**src/rtl/pnr_pkg.sv**
```systemverilog
// Shared types and defaults for the photon-number-resolving discriminator.
package pnr_pkg;

  localparam int N_CH_DEF   = 32'sd2;
  localparam int ADC_W_DEF  = 32'sd14;
  localparam int N_LVL_DEF  = 32'sd7;
  localparam int HOLD_W_DEF = 32'sd8;

  typedef enum logic [1:0] {
    ST_IDLE = 2'd0,
    ST_PEAK = 2'd1,
    ST_HOLD = 2'd2
  } pnr_state_e;

  // Ceiling log2, never below one bit so a single-level ladder still has a port.
  function automatic int pnr_clog2(input int value);
    int w;
    w = 32'sd0;
    while ((32'sd1 <<< w) < value) begin
      w = w + 32'sd1;
    end
    return (w < 32'sd1) ? 32'sd1 : w;
  endfunction

endpackage

```
**src/rtl/pnr_channel.sv**
```systemverilog
// One discriminator channel: input register, optional baseline stage (PNR_BASELINE_EN),
// IDLE/PEAK/HOLD state machine, peak tracker, holdoff counter and level ladder.
module pnr_channel
  import pnr_pkg::*;
#(
  parameter int ADC_W  = ADC_W_DEF,
  parameter int N_LVL  = N_LVL_DEF,
  parameter int HOLD_W = HOLD_W_DEF,
  parameter int PN_W   = pnr_clog2(N_LVL_DEF + 32'sd1)
) (
  input  logic                     clk,
  input  logic                     rst_n,
  input  logic [ADC_W-1:0]         adc,
  input  logic [ADC_W-1:0]         trig_thr,
  input  logic [N_LVL*ADC_W-1:0]   lvl_thr,
  input  logic [HOLD_W-1:0]        holdoff,
  input  logic [ADC_W-1:0]         baseline,
  output logic                     ev_valid,
  output logic [PN_W-1:0]          ev_pn,
  output logic [ADC_W-1:0]         ev_peak,
  output logic                     busy
);

  logic signed [ADC_W-1:0] adc_r;
  logic signed [ADC_W-1:0] x_s;
  logic signed [ADC_W-1:0] thr_s;
  logic signed [ADC_W-1:0] peak_r;
  logic [HOLD_W-1:0]       cnt_r;
  logic                    done_r;
  logic [PN_W-1:0]         pn_s;
  pnr_state_e              state_r;

  assign thr_s = $signed(trig_thr);

  // Sample register straight off the ADC bus.
  always_ff @(posedge clk or negedge rst_n) begin
    if (!rst_n) begin
      adc_r <= '0;
    end else begin
      adc_r <= $signed(adc);
    end
  end

`ifdef PNR_BASELINE_EN
  logic signed [ADC_W:0]   diff_s;
  logic signed [ADC_W-1:0] sat_s;
  logic signed [ADC_W-1:0] corr_r;

  // One extra bit keeps the subtraction exact; a sign/MSB disagreement means it left the ADC range.
  always_comb begin
    diff_s = {adc_r[ADC_W-1], adc_r} - {baseline[ADC_W-1], baseline};
    if (diff_s[ADC_W] != diff_s[ADC_W-1]) begin
      sat_s = {diff_s[ADC_W], {(ADC_W-1){~diff_s[ADC_W]}}};
    end else begin
      sat_s = diff_s[ADC_W-1:0];
    end
  end

  // Baseline-corrected sample register.
  always_ff @(posedge clk or negedge rst_n) begin
    if (!rst_n) begin
      corr_r <= '0;
    end else begin
      corr_r <= sat_s;
    end
  end

  assign x_s = corr_r;
`else
  logic unused_baseline_s;
  assign unused_baseline_s = ^baseline;
  assign x_s = adc_r;
`endif

  // Photon number: count of level thresholds strictly below the captured peak.
  always_comb begin
    pn_s = '0;
    for (int k = 32'sd0; k < N_LVL; k++) begin
      if (peak_r > $signed(lvl_thr[k*ADC_W +: ADC_W])) begin
        pn_s = pn_s + PN_W'(1'b1);
      end else begin
        pn_s = pn_s;
      end
    end
  end

  // Pulse state machine with registered event and busy outputs.
  always_ff @(posedge clk or negedge rst_n) begin
    if (!rst_n) begin
      state_r  <= ST_IDLE;
      peak_r   <= '0;
      cnt_r    <= '0;
      done_r   <= 1'b0;
      busy     <= 1'b0;
      ev_valid <= 1'b0;
      ev_pn    <= '0;
      ev_peak  <= '0;
    end else begin
      done_r   <= 1'b0;
      busy     <= (state_r != ST_IDLE);
      ev_valid <= done_r;
      if (done_r) begin
        ev_pn   <= pn_s;
        ev_peak <= peak_r;
      end
      case (state_r)
        ST_IDLE: begin
          if (x_s > thr_s) begin
            state_r <= ST_PEAK;
            peak_r  <= x_s;
          end
        end
        ST_PEAK: begin
          // The falling sample closes the pulse and is never a peak candidate.
          if (x_s <= thr_s) begin
            done_r <= 1'b1;
            if (holdoff == {HOLD_W{1'b0}}) begin
              state_r <= ST_IDLE;
            end else begin
              state_r <= ST_HOLD;
              cnt_r   <= holdoff;
            end
          end else if (x_s > peak_r) begin
            peak_r <= x_s;
          end
        end
        ST_HOLD: begin
          if (cnt_r <= HOLD_W'(1'b1)) begin
            state_r <= ST_IDLE;
            cnt_r   <= '0;
          end else begin
            cnt_r <= cnt_r - HOLD_W'(1'b1);
          end
        end
        default: begin
          state_r <= ST_IDLE;
          cnt_r   <= '0;
        end
      endcase
    end
  end

endmodule

```
**src/rtl/pnr_discriminator.sv**
```systemverilog
// N_CH-channel photon-number-resolving discriminator on ADC_CLK; define PNR_BASELINE_EN
// to add per-channel saturating baseline subtraction (one extra cycle of latency).
module pnr_discriminator
  import pnr_pkg::*;
#(
  parameter int N_CH   = N_CH_DEF,
  parameter int ADC_W  = ADC_W_DEF,
  parameter int N_LVL  = N_LVL_DEF,
  parameter int HOLD_W = HOLD_W_DEF,
  parameter int PN_W   = pnr_clog2(N_LVL + 32'sd1)
) (
  input  logic                    ADC_CLK,
  input  logic                    ADC_RSTN,
  input  logic [N_CH*ADC_W-1:0]   adc_data,
  input  logic [ADC_W-1:0]        trig_thr,
  input  logic [N_LVL*ADC_W-1:0]  lvl_thr,
  input  logic [HOLD_W-1:0]       holdoff,
  input  logic [N_CH*ADC_W-1:0]   baseline,
  output logic [N_CH-1:0]         ev_valid,
  output logic [N_CH*PN_W-1:0]    ev_pn,
  output logic [N_CH*ADC_W-1:0]   ev_peak,
  output logic [N_CH-1:0]         busy
);

  for (genvar g = 0; g < N_CH; g++) begin : g_ch
    pnr_channel #(
      .ADC_W  (ADC_W),
      .N_LVL  (N_LVL),
      .HOLD_W (HOLD_W),
      .PN_W   (PN_W)
    ) u_ch (
      .clk      (ADC_CLK),
      .rst_n    (ADC_RSTN),
      .adc      (adc_data[g*ADC_W +: ADC_W]),
      .trig_thr (trig_thr),
      .lvl_thr  (lvl_thr),
      .holdoff  (holdoff),
      .baseline (baseline[g*ADC_W +: ADC_W]),
      .ev_valid (ev_valid[g]),
      .ev_pn    (ev_pn[g*PN_W +: PN_W]),
      .ev_peak  (ev_peak[g*ADC_W +: ADC_W]),
      .busy     (busy[g])
    );
  end

endmodule

```
**config.mk**
```make
export PLATFORM = sky130hd
export DESIGN_NAME = pnr_discriminator
export DESIGN_NICKNAME = d
export VERILOG_FILES = /design/src/rtl/pnr_pkg.sv /design/src/rtl/pnr_channel.sv /design/src/rtl/pnr_discriminator.sv
export SDC_FILE = /design/constraint.sdc
export NUM_CORES = 1
export LEC_CHECK = 0
export CAP_MARGIN = 10
export CORE_ASPECT_RATIO = 1.4
export CORE_UTILIZATION = 54
export CTS_CLUSTER_SIZE = 12
export DETAILED_ROUTE_END_ITERATION = 7
export PLACE_DENSITY = 0.82
export SLEW_MARGIN = 10
export SYNTH_ARGS = -nofsm -noshare
export SYNTH_HDL_FRONTEND = slang
export SYNTH_SLANG_ARGS = --single-unit
```
**constraint.sdc**
```tcl
create_clock -name ADC_CLK -period 6.85 [get_ports ADC_CLK]
set_clock_uncertainty 0.05 [all_clocks]
set_input_delay 1.0275 -clock ADC_CLK [delete_from_list [all_inputs] [get_ports ADC_CLK]]
set_output_delay 1.0275 -clock ADC_CLK [all_outputs]
set_load 0.005 [all_outputs]
```
== Yosys cells after proc, flatten, opt, wreduce, memory -nomap -nowiden ==
Cells that the tools add are included.
Operators by class
  multiplexer cells: 42
  bitwise gates (word level): 2
  reduce and logical (&&, ||, !) cells: 13
  eq/ne operators: 16
  add/subtract/negate cells: 14
  magnitude comparators: 22
Operator list (count)
  greater-than comparator 14 bit: 18
  two-way mux 14 bit: 6
  case mux 14 bit (2 select lines): 2
  case mux 8 bit (3 select lines): 2
  two-way mux 8 bit: 5
  two-way mux 3 bit: 12
  adder 3 x 1 -> 3 bit, second input constant: 10
  <= comparator 14 bit: 2
  <= comparator 8 x 1 -> 1 bit, second input constant: 2
  != test 2 x 1 -> 1 bit, second input constant: 8
  subtractor 8 x 1 -> 8 bit, second input constant: 2
  two-way mux 2 bit: 7
  case mux 2 bit (3 select lines): 2
  AND reduction 3 bit: 4
  logical NOT 8 bit: 1
  != test 2 bit, second input constant: 4
  AND reduction 4 bit: 2
  nonzero test 2 bit: 4
  two-way mux 1 bit: 6
  adder 1 x 1 -> 2 bit, second input constant: 2
  equality test 2 x 1 -> 1 bit, second input constant: 2
  equality test 2 bit, second input constant: 2
  logical NOT 2 bit: 2
  inverter 1 bit: 2
Storage, ports and cells
  register bits after elaboration: 116
  word-level logic and storage cells: 127

== Depth between registers and ports, before layout ==
Gate-level depths: netlist of run 1.
  depth after elaboration: 14
  mapped depth: 26
  mapped depth without buffers: 25

== Cells and area by module ==
A second synthesis of run 1 with hierarchy kept.
Unflattened totals
  cell total of the unflattened synthesis: 1358
  area total of the unflattened synthesis: 12029.0 um^2
By module, submodules not included
  pnr_channel (g_ch[0].u_ch): sequential area each 1451.4 um^2, cells an instance 675, area each 6062.1 um^2, times used 1
  pnr_channel (g_ch[1].u_ch): sequential area each 1451.4 um^2, cells an instance 683, area each 5967.0 um^2, times used 1

== Worst setup path after synthesis of run 1 ==
No wires, ideal clock.
  path kind: input to register
  start point: input lvl_thr[27]
  end point: register g_ch[0].u_ch.ev_pn[2]
  slack: 1.234 ns
  buffers on the path: 2
  stages: 24
  arrival: 5.474 ns
  required time: 6.708 ns
  library setup time: 0.092 ns
  cell sequence: inv_1 -> ha_1 -> nand4_1 -> nor3_2 -> o31ai_1 -> and3_1 -> a211o_1 -> buf_2 -> inv_1 -> ha_1 -> clkbuf_1 -> xnor2_1 -> ha_1 -> xnor2_1 -> xnor2_1 -> a21oi_1 -> a21boi_1 -> nor2_1 -> ha_1 -> nor4b_1 -> xor3_1 -> or3_1 -> and3_4 -> o31ai_2
On the way
  word-level cells in the longest chain between the ends: 12
Ends and longest elaborated chain
  start, declared: RTL line pnr_discriminator.sv:16  | input logic [N_LVL*ADC_W-1:0] lvl_thr,
  greater-than comparator 14 bit *: RTL line pnr_channel.sv:79  | if (peak_r > $signed(lvl_thr[k*ADC_W +: ADC_W])) begin
  two-way mux 3 bit *: RTL line pnr_channel.sv:79
  adder 3 x 1 -> 3 bit: RTL line pnr_channel.sv:80  | pn_s = pn_s + PN_W'(1'b1);
  two-way mux 3 bit *: RTL line pnr_channel.sv:79
  adder 3 x 1 -> 3 bit: RTL line pnr_channel.sv:80
  two-way mux 3 bit *: RTL line pnr_channel.sv:79
  adder 3 x 1 -> 3 bit: RTL line pnr_channel.sv:80
  two-way mux 3 bit *: RTL line pnr_channel.sv:79
  adder 3 x 1 -> 3 bit: RTL line pnr_channel.sv:80
  two-way mux 3 bit *: RTL line pnr_channel.sv:79
  adder 3 x 1 -> 3 bit: RTL line pnr_channel.sv:80
  two-way mux 3 bit *: RTL line pnr_channel.sv:79
  end signal, assigned: RTL line pnr_channel.sv:103  | ev_pn <= pn_s;
  end, declared: RTL line pnr_channel.sv:19  | output logic [PN_W-1:0] ev_pn,
Every way passes the cells marked *; elsewhere a longest branch is shown, timed or not.
A chain may end at the register's enable or synchronous reset.

== Worst setup path after layout of run 1 ==
  start point: input lvl_thr[3]
  end point: register g_ch[1].u_ch.ev_pn[2]
On the way
  word-level cells in the longest chain between the ends: 14
Ends and longest elaborated chain (RTL line)
  greater-than comparator 14 bit *: pnr_channel.sv:79
  two-way mux 1 bit *: pnr_channel.sv:79
  adder 1 x 1 -> 2 bit: pnr_channel.sv:80
  two-way mux 3 bit *: pnr_channel.sv:79
  adder 3 x 1 -> 3 bit: pnr_channel.sv:80
  two-way mux 3 bit *: pnr_channel.sv:79
  adder 3 x 1 -> 3 bit: pnr_channel.sv:80
  two-way mux 3 bit *: pnr_channel.sv:79
  adder 3 x 1 -> 3 bit: pnr_channel.sv:80
  two-way mux 3 bit *: pnr_channel.sv:79
  adder 3 x 1 -> 3 bit: pnr_channel.sv:80
  two-way mux 3 bit *: pnr_channel.sv:79
  adder 3 x 1 -> 3 bit: pnr_channel.sv:80
  two-way mux 3 bit *: pnr_channel.sv:79
  end signal, assigned: pnr_channel.sv:103
  end, declared: pnr_channel.sv:19
Marks and branches as above.

==> results of run 1 <==
[how the worst max path moves through the flow]
| stage | end | from | cells after the start |
|---|---|---|---|
| after floorplan | g_ch[0].u_ch.ev_pn[2]$_DFFE_PN0P_ | lvl_thr[27] | 24 |
| after global placement | g_ch[1].u_ch.ev_pn[2]$_DFFE_PN0P_ | lvl_thr[3] | 24 |
| after detailed placement | g_ch[1].u_ch.ev_pn[2]$_DFFE_PN0P_ | lvl_thr[3] | 24 |
| after CTS | g_ch[1].u_ch.ev_pn[2]$_DFFE_PN0P_ | lvl_thr[3] | 24 |
| after global routing | g_ch[0].u_ch.ev_pn[2]$_DFFE_PN0P_ | lvl_thr[13] | 23 |
| final | g_ch[1].u_ch.ev_pn[2]$_DFFE_PN0P_ | lvl_thr[3] | 24 |
[power groups by stage]
stage          Sequential, mW  Combinational (mW)  Clock, mW
3_3_place_gp             1.36                4.83          0
6_report                 1.36                5.10      0.932
2_1_floorplan            1.22                3.58          0
4_1_cts                  1.35                5.05      0.941
3_5_place_dp             1.36                5.01          0
5_1_grt                  1.38                5.65      0.977
[cells by family after synthesis]
kind of cell	count (synthesis)
AO/OA/AOI/OAI	294
XOR/XNOR	24
adder cells (fa/ha/maj)	272
buffers and inverters	218
flip-flops	116
multiplexers	59
AND/OR/NAND/NOR	290
[sequential cells by signal, summed over array words and instances, names as in the netlist]
name,flops
g_ch.u_ch.busy,2
g_ch.u_ch.done_r,2
g_ch.u_ch.state_r,4
g_ch.u_ch.cnt_r,16
g_ch.u_ch.peak_r,28
g_ch.u_ch.ev_valid,2
g_ch.u_ch.ev_peak,28
g_ch.u_ch.ev_pn,6
g_ch.u_ch.adc_r,28
[cells in the final DEF, fill, tap and decap left out, drive strengths merged, types with 28 or more instances in the layout]
cell,netlist,final
nor2,43,43
a21o,35,35
nand2,68,68
dfrtp,116,116
ha,272,272
mux2,55,55
o21ai,52,52
nand4,41,41
clkdlybuf4s50,0,186
nand3,31,31
buf,9,28
inv,197,198
a21oi,82,82
[per-stage QoR]
stage	power [mW]	util [%]	cell area [µm²]	instances	setup slack, ns
global route	8.007	68.82	14540	1758	0.4713
CTS	7.338	68.82	14540	1758	0.9158
detailed placement	6.368	65.84	13910	1726	0.4943
floorplan	4.793	-	11620	1273	1.234
finish	7.395	68.82	14540	1758	0.7194
global placement	6.181	65.84	13910	1726	0.5747
[layout make-up]
class                           count  area, µm²  area share [%]
Clock buffer                       22      484.2           3.330
Clock inverter                     10      146.4           1.007
Inverter                          197      739.5           5.086
Sequential cell                   116       2903           19.97
Timing Repair Buffer              214       2072           14.25
Tap cell                          260      325.3           2.238
Multi-Input combinational cell    939       7869           54.12
[per-layer routing]
layer / routed length [µm] / track usage [%] / up-vias / share of wire (%)
li1: - / - / 5059 / -
met1: 13150 / 33.90 / 5023 / 37
met2: 17260 / 57.80 / 469 / 48
met3: 2478 / 6.762 / 170 / 7.0
met4: 2746 / 24.30 / 0 / 7.7
met5: 0 / 0 / - / 0
==> results.json, run 1 <==
{
  "reg2reg_end": "g_ch[1].u_ch.ev_pn[2]$_DFFE_PN0P_",
  "synth_adder_area_share_pct": 29.30,
  "top_reg_cell_synth": "sky130_fd_sc_hd__dfrtp_1",
  "synth.largest_area_cell": "sky130_fd_sc_hd__ha_1",
  "die_x_um": 126.0,
  "die_area_mm2": 0.02211,
  "yosysMostFrequentCell": "sky130_fd_sc_hd__ha_1",
  "floorplan.initialDensity_pct": 54.99,
  "powerDensity_mw_per_mm2": 508.6,
  "p_leak_nw": 7.193,
  "cap_violations": 0,
  "power_switching_share_pct": 46.58,
  "drc": 0,
  "slew_violations": 0,
  "report.final.hold_viol_count": 0,
  "reg2reg_depth": 22,
  "worst_hold_startpoint": "g_ch[0].u_ch.ev_peak[10]$_DFFE_PN0P_",
  "nets": 1935,
  "p_comb_share_pct": 68.9,
  "clkSlewWorstSetupHoldPaths_ns": 0.05,
  "seq_power_share_pct": 18.4,
  "clock_buffers_created_by_tritoncts": 17,
  "antenna_found_initial": 0,
  "cts_tree": "done",
  "worst-endpoint-arrival_ns": 6.38,
  "worst-setup-path-type": "in2reg",
  "timing.rr.start": "g_ch[1].u_ch.peak_r[5]$_DFFE_PN0P_",
  "drt-initial-drc-count": 565,
  "grt_setup_unrepaired": "no",
  "timing.fmax_mhz": 163.1,
  "design.core.area_mm2": 0.02113,
  "worst_case_clock_buffer_depth": 2,
  "async_reset_ff_share_pct": 100.0,
  "post_synth_xor_area_fraction_pct": 2.176,
  "worstSetupStartpointType": "input pin",
  "clkPwrFrac_pct": 12.6,
  "synth-simple-area-share_pct": 13.53,
  "synth.ff_latch_count": 116,
  "post_route_cells_drive_above_1_share_pct": 9.413,
  "worstHoldPathCells": 1,
  "grt_pass1_vias": 10990,
  "synth_area_mm2": 0.01162,
  "yosys_cell_types": 79,
  "critical_path_buf_inv_count": 3,
  "synth_top_cells_by_count": "sky130_fd_sc_hd__ha_1 (272), sky130_fd_sc_hd__inv_1 (196), sky130_fd_sc_hd__dfrtp_1 (116)",
  "synth_compound_area_share_pct": 17.06,
  "synth_top_family_by_area": "adder cells",
  "area_delta_synth_final_pct": 25.16,
  "fp.dieH_um": 175.5,
  "yosysWarningCount": 0,
  "number_of_buffer_cells_added_on_primary_ports": 187,
  "rrSetupSlack_ns": 1.14,
  "boundaryPins": 216,
  "worst_hold_path.endpoint": "g_ch[0].u_ch.ev_peak[10]$_DFFE_PN0P_",
  "timing.slew.headroom_pct": 34.26,
  "worstSkewPairLatency_ns": 0.42,
  "share_of_yosys_cell_area_claimed_by_the_top_area_cell_type_pct": 29.30,
  "cts_sinks": 116,
  "drt_pass1_iterations": 5,
  "timing.critical_path.slowest_cell_delay_ns": 0.68,
  "crit_fanout": 10,
  "edff_count_synth": 0,
  "cp_common_cell": "sky130_fd_sc_hd__ha_1",
  "clock_root_cell": "sky130_fd_sc_hd__clkbuf_16",
  "synth_area_leaders": "sky130_fd_sc_hd__ha_1 (29%), sky130_fd_sc_hd__dfrtp_1 (25%), sky130_fd_sc_hd__inv_1 (6.3%), sky130_fd_sc_hd__mux2_2 (5.3%), sky130_fd_sc_hd__a21oi_1 (3.5%)",
  "route.final.wire_length_um": 35630,
  "outcome": "complete, no violations",
  "finalWorstPathRequiredPeriod_ns": 6.131,
  "slowest_stage_cell_cp": "sky130_fd_sc_hd__a211oi_1",
  "cp_top_family": "compound AO/OA/AOI/OAI gates",
  "diodes": 0,
  "floorplan.rows": 63,
  "num-fill-cells": 1645,
  "report.final.setup_viol": 0,
  "grt_pass1_wl_um": 54880,
  "final.period_utilization_pct": 89.50,
  "cts-htree-levels": 4,
  "cells_after_synthesis": 1273,
  "gp_congestion": 0.9761,
  "holdBufCountCts": 0,
  "internal-power_mw": 3.950,
  "routed_via_density": 6.098,
  "maximum_number_of_pins_on_one_net_before_global_route_repair": 76,
  "wl_per_cell_um": 20.27,
  "post_cts_resized": 0,
  "synth_fp_nets": 1723,
  "vias": 10720,
  "grt_overflow_total": 0,
  "critical_path_required_ns": 7.10,
  "max_slew.worst_pin.slew_ns": 0.9862,
  "postSynthAreaPerCell_um2": 9.125,
  "ant_nets": 0,
  "grt_util_all_layers_pct": 32.63,
  "cp_cell_sequence": "clkdlybuf4s50_1 > inv_1 > ha_1 > a21o_1 > a21oi_1 > o221ai_1 > a211oi_1 > a21o_1 > ha_1 > xnor2_1 > inv_1 > ha_1 > xnor2_1 > mux2i_1 > mux2_2 > ha_1 > nand2_1 > nand2_1 > ha_1 > nand2_1 > xnor3_1 > nand2_1 > nor4_1 > a221o_1",
  "setup.worst_path.end_class": "register",
  "synth_seq_area_share_pct": 24.99,
  "setup_total_negative_slack_ns": 0,
  "classification_of_the_worst_slack_hold_path": "reg2reg",
  "place.detailed.hpwl_um": 28280,
  "netSwitchingPower_mw": 3.444,
  "worst_ir_drop_vdd_mv": 0.2974,
  "fin_hold_ws_ns": 0.4546,
  "post_synth_mux_area_share_pct": 5.676,
  "postCtsSetupBuffers": 0
}
(Power assumes the default switching activity.)
==> run 2, diff against run 1 <==
- HOLD_SLACK_MARGIN: not set -> 0.05
- TNS_END_PERCENT: not set -> 1
==> results of run 2 <==
Same layout as run 1: the final DEF is identical, and so are final timing and power.
==> run 3, diff against run 2 <==
- CORE_UTILIZATION: 54 -> 55
- PLACE_DENSITY: 0.82 -> 0.83
- SYNTH_HIERARCHICAL: not set -> 1
==> results.json, run 3 <==
{
  "utilization_pct": 69.60,
  "grt_setup_unrepaired": "no",
  "drt_pass1_iterations": 5,
  "clkPwrFrac_pct": 12.1,
  "layout_commonest_cell": "sky130_fd_sc_hd__inv_1",
  "holdBufCountCts": 0,
  "antenna_found_initial": 3,
  "place_inst": 1799,
  "reg.largest.list": "g_ch.u_ch/adc_r (28), g_ch.u_ch/ev_peak (28), g_ch.u_ch/peak_r (28)",
  "report.final.hold_viol_count": 0,
  "synth_top_cells_by_count": "sky130_fd_sc_hd__inv_1 (281), sky130_fd_sc_hd__ha_1 (272), sky130_fd_sc_hd__dfrtp_1 (116)",
  "grtUsageMet2_pct": 56.07,
  "worstHoldPathCells": 1,
  "number_of_buffer_cells_added_on_primary_ports": 187,
  "postCtsSetupBuffers": 0,
  "fp.dieH_um": 177.0,
  "design.core.area_mm2": 0.02128,
  "worstSetupStartpointType": "input pin",
  "worst_case_clock_buffer_depth": 2,
  "final.period_utilization_pct": 83.84,
  "routed_via_density": 5.939,
  "crit_fanout": 7,
  "netSwitchingPower_mw": 3.249,
  "grt_util_all_layers_pct": 31.67,
  "report.final.setup_viol": 0,
  "synth.ff_latch_count": 116,
  "die_area_mm2": 0.02248,
  "cp_cell_sequence": "clkdlybuf4s50_1 > inv_1 > ha_1 > nor2b_1 > o21a_1 > o31a_1 > o21ai_1 > inv_2 > ha_1 > xnor2_2 > ha_1 > xor2_1 > a2bb2oi_1 > a2bb2oi_1 > ha_1 > mux2_2 > ha_1 > inv_1 > nor2_1 > xnor2_1 > xor2_1 > mux2_2",
  "grt_pass1_wl_um": 54330,
  "grt_most_used_layer": "met2",
  "slowest_stage_cell_cp": "sky130_fd_sc_hd__clkdlybuf4s50_1",
  "worstSkewPairLatency_ns": 0.41,
  "timing.fmax_mhz": 174.1,
  "place.detailed.hpwl_um": 27410,
  "synth_seq_area_share_pct": 24.13,
  "p_comb_share_pct": 66.8,
  "yosys_cell_types": 85,
  "edff_count_synth": 0,
  "synth_area_mm2": 0.01203,
  "drt-initial-drc-count": 556,
  "timing.critical_path.slowest_cell_delay_ns": 0.56,
  "ant_nets": 0,
  "nets": 2008,
  "finalWorstPathRequiredPeriod_ns": 5.743,
  "clkSlewWorstSetupHoldPaths_ns": 0.06,
  "gp_congestion": 0.9409,
  "cells_after_synthesis": 1358,
  "synth_fp_nets": 1808,
  "top_reg_cell_synth": "sky130_fd_sc_hd__dfrtp_1",
  "setup_total_negative_slack_ns": 0,
  "powerDensity_mw_per_mm2": 476.0,
  "post_cts_resized": 0,
  "wl_per_cell_um": 19.01,
  "die_x_um": 127.0,
  "cts-htree-levels": 4,
  "classification_of_the_worst_slack_hold_path": "reg2reg",
  "postSynthAreaPerCell_um2": 8.858,
  "cts_sinks": 116,
  "setup.worst_path.end_class": "register",
  "p_leak_nw": 7.688,
  "post_route_cells_drive_above_1_share_pct": 7.638,
  "worst_ir_drop_vdd_mv": 0.3260,
  "floorplan.initialDensity_pct": 56.52,
  "critical_path_required_ns": 7.09,
  "cp_common_cell": "sky130_fd_sc_hd__ha_1",
  "synth.largest_area_cell": "sky130_fd_sc_hd__ha_1",
  "share_of_yosys_cell_area_claimed_by_the_top_area_cell_type_pct": 28.29,
  "reg2reg_depth": 20,
  "yosysMostFrequentCell": "sky130_fd_sc_hd__inv_1",
  "worst-setup-path-type": "in2reg",
  "worst-endpoint-arrival_ns": 5.99,
  "slew_violations": 0,
  "timing.slew.headroom_pct": 36.89,
  "route.final.wire_length_um": 34820,
  "clock_buffers_created_by_tritoncts": 17,
  "finalNonFillerCells": 1832,
  "globalRouteMet1Util_pct": 35.29,
  "floorplan.rows": 63,
  "outcome": "complete, no violations",
  "drc": 0,
  "maximum_number_of_pins_on_one_net_before_global_route_repair": 74,
  "area_delta_synth_final_pct": 23.14,
  "max_slew.worst_pin.slew_ns": 0.9466,
  "vias": 10880,
  "power_switching_share_pct": 46.08,
  "cts_tree": "done",
  "synth_area_leaders": "sky130_fd_sc_hd__ha_1 (28%), sky130_fd_sc_hd__dfrtp_1 (24%), sky130_fd_sc_hd__inv_1 (8.8%), sky130_fd_sc_hd__mux2_2 (4.8%), sky130_fd_sc_hd__a21oi_1 (2.6%)",
  "grt_pass1_vias": 10890,
  "cap_violations": 0,
  "boundaryPins": 216,
  "fin_hold_ws_ns": 0.4551,
  "layout.cells.most_common_list": "sky130_fd_sc_hd__inv_1 (281), sky130_fd_sc_hd__ha_1 (272), sky130_fd_sc_hd__clkdlybuf4s50_1 (186), sky130_fd_sc_hd__dfrtp_1 (116), sky130_fd_sc_hd__nand2_1 (69)",
  "seq_power_share_pct": 21.0,
  "internal-power_mw": 3.802,
  "yosysWarningCount": 6,
  "async_reset_ff_share_pct": 100.0,
  "grt_overflow_total": 0,
  "clock_root_cell": "sky130_fd_sc_hd__clkbuf_16",
  "grt.met3_usage_pct": 5.925
}
## run 3: power groups by stage
stage,combinational [mW],clock (mW),sequential (mW)
finish,4.71,0.856,1.48
global route,5.28,0.900,1.50
CTS,4.70,0.869,1.46
detailed placement,4.65,0,1.48
global placement,4.49,0,1.47
floorplan,3.44,0,1.23
## run 3: area by class of cell
type | instances | area [µm²]
Fill cell | 1685 | 6470
Tap cell | 260 | 325.3
Timing Repair Buffer | 196 | 1937
Antenna cell | 1 | 2.502
Inverter | 283 | 1062
Clock buffer | 19 | 452.9
Sequential cell | 116 | 2903
Clock inverter | 13 | 123.9
Multi-Input combinational cell | 944 | 8006
## run 3: through the flow
| step | cell area [µm²] | worst slack [ns] | power [mW] |
|---|---|---|---|
| after global placement | 14230 | 0.8146 | 5.958 |
| final | 14810 | 1.107 | 7.051 |
| after detailed placement | 14230 | 0.7362 | 6.129 |
| after CTS | 14810 | 1.161 | 7.030 |
| after global routing | 14810 | 0.7812 | 7.676 |
| after floorplan | 12030 | 1.636 | 4.671 |
## run 3: logic make-up after synthesis
logic type | share of synthesized area [%]
XOR/XNOR | 2.320
AND/OR/NAND/NOR | 14.32
adder cells (fa/ha/maj) | 28.29
AO/OA/AOI/OAI | 15.24
buffers and inverters | 9.330
flip-flops | 24.13
multiplexers | 6.366
## run 3: final timing paths
check / start / to / slack [ns]
max: lvl_thr[15] / g_ch[1].u_ch/ev_pn[2]$_DFFE_PN0P_ / 1.11
min: g_ch[0].u_ch/ev_peak[9]$_DFFE_PN0P_ / g_ch[0].u_ch/ev_peak[9]$_DFFE_PN0P_ / 0.46
max reg2reg: g_ch[1].u_ch/peak_r[9]$_DFFE_PN0P_ / g_ch[1].u_ch/ev_pn[2]$_DFFE_PN0P_ / 1.49
min reg2reg: g_ch[0].u_ch/ev_peak[9]$_DFFE_PN0P_ / g_ch[0].u_ch/ev_peak[9]$_DFFE_PN0P_ / 0.46
max in group asynchronous: ADC_RSTN / g_ch[1].u_ch/ev_peak[9]$_DFFE_PN0P_ / 4.83
min in group asynchronous: ADC_RSTN / g_ch[0].u_ch/cnt_r[3]$_DFFE_PN0P_ / 0.54
## run 3: worst max-delay path, delay by kind of cell
kind                       cells  cell delay [ns]
adders and majority gates      5             1.47
xor gates and xnor gates       4             0.76
muxes                          2             0.55
buffers and inverters          4             0.79
AOI/OAI and AO/OA              5             1.22
and+or+nand+nor                2             0.18
## run 3: layer usage
metal	wire, µm	vias up
met5	13	-
met1	13350	5181
met3	2351	127
li1	-	5178
met4	1980	2
met2	17130	392
